### src/rtl/fetch_stage_pkg.sv
// Shared widths, halt opcode and FSM encoding for the fetch stage.
package fetch_stage_pkg;

    localparam int unsigned PC_W    = 8;
    localparam int unsigned INSTR_W = 9;
    localparam int unsigned CNT_W   = 16;

    localparam logic [INSTR_W-1:0] HALT_OP = 9'h1FF;

    typedef enum logic [1:0] {
        StIdle   = 2'd0,
        StRun    = 2'd1,
        StHalted = 2'd2
    } state_e;

endpackage

### src/rtl/fetch_stage_sat_counter.sv
// Saturating up-counter with synchronous clear; sticks at all-ones.
module sat_counter #(
    parameter int unsigned Width = 16
) (
    input  logic             i_clk,
    input  logic             i_rst,
    input  logic             i_clr,
    input  logic             i_en,
    output logic [Width-1:0] o_count
);

    logic [Width-1:0] r_count;

    always_ff @(posedge i_clk or posedge i_rst) begin
        if (i_rst) begin
            r_count <= '0;
        end else if (i_clr) begin
            r_count <= '0;
        end else if (i_en && (r_count != {Width{1'b1}})) begin
            r_count <= r_count + Width'(1);
        end
    end

    assign o_count = r_count;

endmodule

### src/rtl/fetch_stage.sv
// Two-deep instruction fetch stage with stall, flush and HALT detection.
// Optional run-cycle counter is built only when FETCH_CYCLE_COUNT_EN is defined.
module fetch_stage
    import fetch_stage_pkg::*;
(
    input  logic               clk_i,
    input  logic               reset_i,
    input  logic               start_i,
    input  logic [PC_W-1:0]    startadd_i,
    input  logic [PC_W-1:0]    next_pc_i,
    output logic [PC_W-1:0]    pc_o,
    input  logic               flush_i,
    input  logic               stall_i,
    output logic [PC_W-1:0]    imem_addr_o,
    input  logic [INSTR_W-1:0] imem_data_i,
    output logic [INSTR_W-1:0] instr_o,
    output logic [PC_W-1:0]    instr_pc_o,
    output logic               instr_valid_o,
    output logic               done_o,
    output logic [CNT_W-1:0]   cycles_o
);

    state_e              r_state;
    logic [PC_W-1:0]     r_pc;
    logic [PC_W-1:0]     r_addr;
    logic                r_vld;
    logic [INSTR_W-1:0]  r_instr;
    logic [PC_W-1:0]     r_instr_pc;
    logic                r_instr_valid;
    logic                r_done;
    logic                w_halt_hit;

    // Only a word from a live fetch may halt; stale memory data is ignored.
    assign w_halt_hit = r_vld && (imem_data_i == HALT_OP);

    always_ff @(posedge clk_i or posedge reset_i) begin
        if (reset_i) begin
            r_state       <= StIdle;
            r_pc          <= '0;
            r_addr        <= '0;
            r_vld         <= 1'b0;
            r_instr       <= '0;
            r_instr_pc    <= '0;
            r_instr_valid <= 1'b0;
            r_done        <= 1'b0;
        end else if (start_i) begin
            r_state       <= StRun;
            r_pc          <= startadd_i;
            r_vld         <= 1'b0;
            r_instr_valid <= 1'b0;
            r_done        <= 1'b0;
        end else begin
            case (r_state)
                StRun: begin
                    if (flush_i) begin
                        r_pc          <= next_pc_i;
                        r_vld         <= 1'b0;
                        r_instr_valid <= 1'b0;
                    end else if (!stall_i) begin
                        r_addr        <= r_pc;
                        r_vld         <= 1'b1;
                        r_pc          <= next_pc_i;
                        r_instr       <= imem_data_i;
                        r_instr_pc    <= r_addr;
                        r_instr_valid <= r_vld;
                        if (w_halt_hit) begin
                            r_state <= StHalted;
                            r_done  <= 1'b1;
                        end
                    end
                end
                StHalted: begin
                    if (!stall_i) begin
                        r_instr_valid <= 1'b0;
                    end
                end
                default: ;
            endcase
        end
    end

    // While stalled, re-issue the held address so the in-flight read survives.
    assign imem_addr_o   = stall_i ? r_addr : r_pc;
    assign pc_o          = r_pc;
    assign instr_o       = r_instr;
    assign instr_pc_o    = r_instr_pc;
    assign instr_valid_o = r_instr_valid;
    assign done_o        = r_done;

`ifdef FETCH_CYCLE_COUNT_EN
    logic w_cnt_en;

    assign w_cnt_en = (r_state == StRun) && !start_i;

    sat_counter #(
        .Width (CNT_W)
    ) u_cycles (
        .i_clk   (clk_i),
        .i_rst   (reset_i),
        .i_clr   (start_i),
        .i_en    (w_cnt_en),
        .o_count (cycles_o)
    );
`else
    assign cycles_o = '0;
`endif

endmodule

### config.mk
export PLATFORM = sky130hd
export DESIGN_NAME = fetch_stage
export DESIGN_NICKNAME = d
export VERILOG_FILES = /design/src/rtl/fetch_stage_pkg.sv /design/src/rtl/fetch_stage_sat_counter.sv /design/src/rtl/fetch_stage.sv
export SDC_FILE = /design/constraint.sdc
export NUM_CORES = 1
export LEC_CHECK = 0
export BUFFER_PORTS_ARGS = -buffer_cell sky130_fd_sc_hd__buf_2
export CAP_MARGIN = 0
export CELL_PAD_IN_SITES_DETAIL_PLACEMENT = 0
export CELL_PAD_IN_SITES_GLOBAL_PLACEMENT = 1
export CORE_UTILIZATION = 39
export DETAILED_ROUTE_END_ITERATION = 7
export PLACE_DENSITY_LB_ADDON = 0.3
export SETUP_SLACK_MARGIN = 0.02
export SLEW_MARGIN = 20
export SYNTH_ARGS = -nofsm -noshare
export SYNTH_HDL_FRONTEND = slang
export SYNTH_SLANG_ARGS = --single-unit
### constraint.sdc
create_clock -name clk_i -period 5.1 [get_ports clk_i]
set_input_delay 0.765 -clock clk_i [delete_from_list [all_inputs] [get_ports clk_i]]
set_output_delay 0.765 -clock clk_i [all_outputs]
set_load 0.01 [all_outputs]
---- After elaboration in Yosys (flattened, before gate mapping) ----
Cells that the tools add are included.
storage, ports and cells
  bits in registers ....................... 38
  output and inout port bits .............. 51
operators by class
  equal/unequal tests ..................... 8
  muxes and demuxes ....................... 24
  bitwise logic cells ..................... 3
  reduce and logical (&&, ||, !) cells .... 9
operators with widths
  operator              count
  $mux W8               5
  $mux W1               13
  $mux W2               5
  $eq A9 B9 Y1 const B  1
  $reduce_and A4 Y1     2
  $ne A3 B3 Y1 const B  2
  $reduce_and A3 Y1     2
  $ne A2 B2 Y1 const B  2
  $ne A4 B4 Y1 const B  1
  $reduce_bool A2 Y1    2
  $not A1 Y1            3
  $reduce_bool A3 Y1    1
  $eq A2 B1 Y1 const B  1
  $eq A2 B2 Y1 const B  1
  $pmux W1 S2           1
  $reduce_and A2 Y1     1
  $logic_and A1 B1 Y1   1

---- Longest topological paths before layout ----
  depth in word-level cells ............... 7
  gate-level depth with buffers ........... 4
  gate-level depth less buffers ........... 3

---- Worst setup path before layout ----
No wires, ideal clock.
  kind .................................... in2out
  start ................................... in stall_i
  end ..................................... out imem_addr_o[0]
  data arrival time ....................... 1.319 ns
  stages on the path ...................... 2
  buffers on the path ..................... 1
  slack ................................... 3.016 ns
  path through ............................ buf_2 > mux2_2
on the way
  word-level cells in the longest chain between the ends .. 1
ends and longest elaborated chain
  what                RTL line           RTL
  start: declaration  fetch_stage.sv:13  input logic stall_i,
  $mux W8             --
  end: declaration    fetch_stage.sv:14  output logic [PC_W-1:0] imem_addr_o,
No other way between the ends.

---- Final worst setup path ----
  start ................................... in start_i
  end ..................................... reg r_instr_pc[7], in the netlist instr_pc_o[7]
on the way
  word-level cells in the longest chain between the ends .. 2
ends and longest elaborated chain
  what                         RTL line           RTL
  start: declaration           fetch_stage.sv:8   input logic start_i,
  $not A1 Y1 (no line)         --
  $reduce_and A4 Y1 (no line)  --
  end signal: assignment       fetch_stage.sv:64  r_instr_pc <= r_addr;
  end: declaration             fetch_stage.sv:28  logic [PC_W-1:0] r_instr_pc;
No other way between the ends.
A chain may end at the register's enable or synchronous reset.

==> results.py <==
metrics = {
    "status": {
        "status": "finished, violations left",
        "violations": "design-rule violations",
    },
    "clock_network": {
        "htree_levels": 2,
        "clk_pin_slew_ns": 0.08,
        "cts_tree": "yes",
        "cts_max_path_buffers": 2,
        "ctsResizeCount": 0,
        "root_buffer": "clkbuf_8",
        "cts_buffers": 5,
        "clock_sinks": 37,
        "cts_post_setup_buffers_inserted": 0,
        "ctsHoldBuffers": 0,
        "clkLatencyLatePin_ns": 0.29,
    },
    "critical_path": {
        "arrival_ns": 2.53,
        "required_ns": 5.28,
        "cp_num_cells": 4,
        "cp_max_fo": 21,
        "cp-end-kind": "flip-flop",
        "crit_type": "in -> reg",
        "cp.buffers_inverters": 1,
        "critPathTopFamily": "simple AND/OR/NAND/NOR gates",
        "crit_chain": "buf_2 -> nor4b_4 -> and2b_4 -> mux2_2",
        "crit_slowest_cell": "nor4b_4",
        "rr_worst_depth": 3,
        "start_kind": "primary input",
        "critPathLaunch": "start_i",
        "critPathMaxStageDelay_ns": 0.63,
        "r2r_start": "r_state[1]",
    },
    "detailed_routing": {
        "dr.first_iter.drc_count": 71,
        "first_pass_iters": 6,
        "postRouteWirelength_um": 3576,
        "drc": 16,
        "wl_per_cell_um": 14.66,
        "vias_per_cell": 4.730,
        "dr_total_vias": 1154,
        "ant_nets": 0,
    },
    "die": {
        "num_rows": 24,
        "die_area_um2": 4991,
        "ioPinCount": 81,
        "coreArea_um2": 4444,
        "die_w_um": 70.65,
        "start_util": 0.4136,
        "die_h_um": 70.65,
    },
    "layout": {
        "drive_above_1_share": 0.6510,
        "antennaDiodeCount": 0,
        "area_delta_synth_final_pct": 21.78,
        "layout.nets": 221,
    },
    "synthesis": {
        "yosysTopAreaCellShare": 0.5037,
        "netlist_area_um2": 1838,
        "synth-xor-area-share": 0,
        "ys_ff_latch": 37,
        "synthTopCellsByArea": "dfrtp_1 (50%), mux2_2 (20%), mux2_4 (13%)",
        "synth-compound-area-share": 0.02519,
        "yosys.area_share.simple": 0.03812,
        "syn-mean-instance-area_um2": 14.82,
        "yosys.area.top_type": "dfrtp_1",
        "synth_seq_area_share": 0.5037,
        "synth_adder_area_share": 0,
        "syn_inst": 124,
        "yosys_warnings": 0,
        "synthMuxAreaShare": 0.3329,
        "synth_top_family_by_area": "multiplexers",
        "yosysUniqueCellTypes": 22,
    },
    "sta": {
        "setup_ws_ns": 2.752,
        "slew_viol_final": 0,
        "hold_viol": 0,
        "slew-limit-headroom": 0.5303,
        "whs_ns": 0.5068,
        "fin_setup_tns_ns": 0,
        "max_freq_ghz": 0.4258,
        "fin_skew_ns": 0.01098,
        "grt_setup_unrepaired": "no",
        "setup_viol": 0,
        "worstMarginPinSlew_ns": 0.7023,
        "period_needed_ns": 2.348,
        "finalCritPeriodShare": 0.4605,
    },
    "placed_design": {
        "place_congestion": 0.7131,
        "portBuffers": 64,
        "dp_hpwl_um": 2560,
        "place_ws_ns": 2.408,
    },
    "power_and_ir_drop": {
        "p_leak_nw": 1.106,
        "ir_drop_mv": 0.1298,
        "powerDensity_nw_per_um2": 411.1,
    },
    "global_route": {
        "grt_util_all_layers": 0.1555,
        "first_global_vias": 1248,
        "antenna_found_initial": 0,
        "grt_first_pass_wirelength_um": 5961,
        "grt_overflow": 0,
        "grt_max_degree": 38,
    },
    "flow_run": {
        "maxCapViolations": 0,
    },
    "worst_hold_path": {
        "worstHoldPathType": "reg -> reg",
        "min_from": "instr_pc_o[5]",
        "hold_depth": 1,
    },
}
==> layout make-up <==
type                    instances  area, um^2
multi-input cells              79       788.3
repair buffers                 65       327.8
fillers                       401        2206
clock buffers                   6       82.58
well taps                      52       65.06
inverters                       3       11.26
flip-flops and latches         37       925.9
clock inverters                 2       37.54
==> layer usage <==
| layer | global-route usage | wire length, um | vias to the layer above |
|---|---|---|---|
| li1 | - | - | 538 |
| met1 | 0.1904 | 1558 | 560 |
| met2 | 0.2697 | 1773 | 52 |
| met3 | 0.03846 | 205 | 4 |
| met4 | 0.05333 | 39 | 0 |
| met5 | 0 | 0 | - |
==> Yosys cell counts <==
cell      number
or3_1          1
a31oi_2        1
conb_1         1
nor4b_4        1
a21o_1         1
inv_1          3
mux2_2        33
a32o_1         2
buf_12         2
and2b_4        1
buf_4         16
nand3_1        1
nor3_1         1
nand2b_1       1
nand2_1        1
nor2_1         1
mux2_4        16
dfrtp_1       37
buf_2          1
clkbuf_1       1
a31oi_1        1
nand4_1        1
==> cells in the final DEF (no fill, tap or decap) <==
cell type	netlist	layout
and2b_4	1	1
nor4b_4	1	1
a31oi_2	1	1
buf_4	16	1
nand2_1	1	1
nand2b_1	1	1
buf_2	1	64
a31oi_1	1	1
conb_1	1	16
clkinvlp_4	0	1
nor2_1	1	1
or3_1	1	1
nor3_1	1	1
nand3_1	1	1
nand4_1	1	1
bufinv_16	0	1
a21o_1	1	1
mux2_4	16	16
inv_1	3	3
mux2_2	33	33
clkbuf_8	0	6
dfrtp_1	37	37
a32o_1	2	2
==> cell families (layout without fill, tap and decap cells) <==
kind of cell | after synthesis | count (layout)
AO/OA/AOI/OAI | 5 | 5
AND/OR/NAND/NOR | 9 | 9
flip-flops | 37 | 37
other | 1 | 16
buffers and inverters | 23 | 76
multiplexers | 49 | 49
==> registers in the layout (all words and copies together) (netlist names) <==
name,flops
instr_valid_o,1
instr_o,9
r_vld,1
r_state,2
pc_o,8
r_addr,8
instr_pc_o,8
==> path summary, 6_finish.rpt <==
check	to	slack, ns
hold reg to reg	instr_pc_o[5]	0.51
setup reg to reg	instr_pc_o[7]	3.02
max in group asynchronous	r_state[1]	4.19
setup / recovery	instr_pc_o[7]	2.75
hold / removal	instr_pc_o[5]	0.51
min in group asynchronous	instr_o[4]	0.58
==> report_power, final <==
| part | switching (mW) | internal (mW) | leakage, nW |
|---|---|---|---|
| logic | 0.105 | 0.144 | 0.608 |
| registers | 0.0448 | 0.364 | 0.440 |
| clock network | 0.103 | 0.159 | 0.0574 |
==> worst register-to-register path, cell delays in order (launching register included) <==
cell and delay [ns]:
dfrtp_1 0.43, nor4b_4 0.64, and2b_4 0.53, mux2_2 0.38
==> through the flow <==
step / area [um^2] / util / cells / power [mW]
3_5_place_dp: 2118 / 0.4766 / 236 / 0.6671
2_1_floorplan: 1894 / - / 139 / 0.5768
3_3_place_gp: 2118 / 0.4766 / 236 / 0.6609
4_1_cts: 2238 / 0.5037 / 244 / 0.9323
6_report: 2238 / 0.5037 / 244 / 0.9202
5_1_grt: 2238 / 0.5037 / 244 / 0.9740
Note: power is estimated with default switching activity, not from simulation.
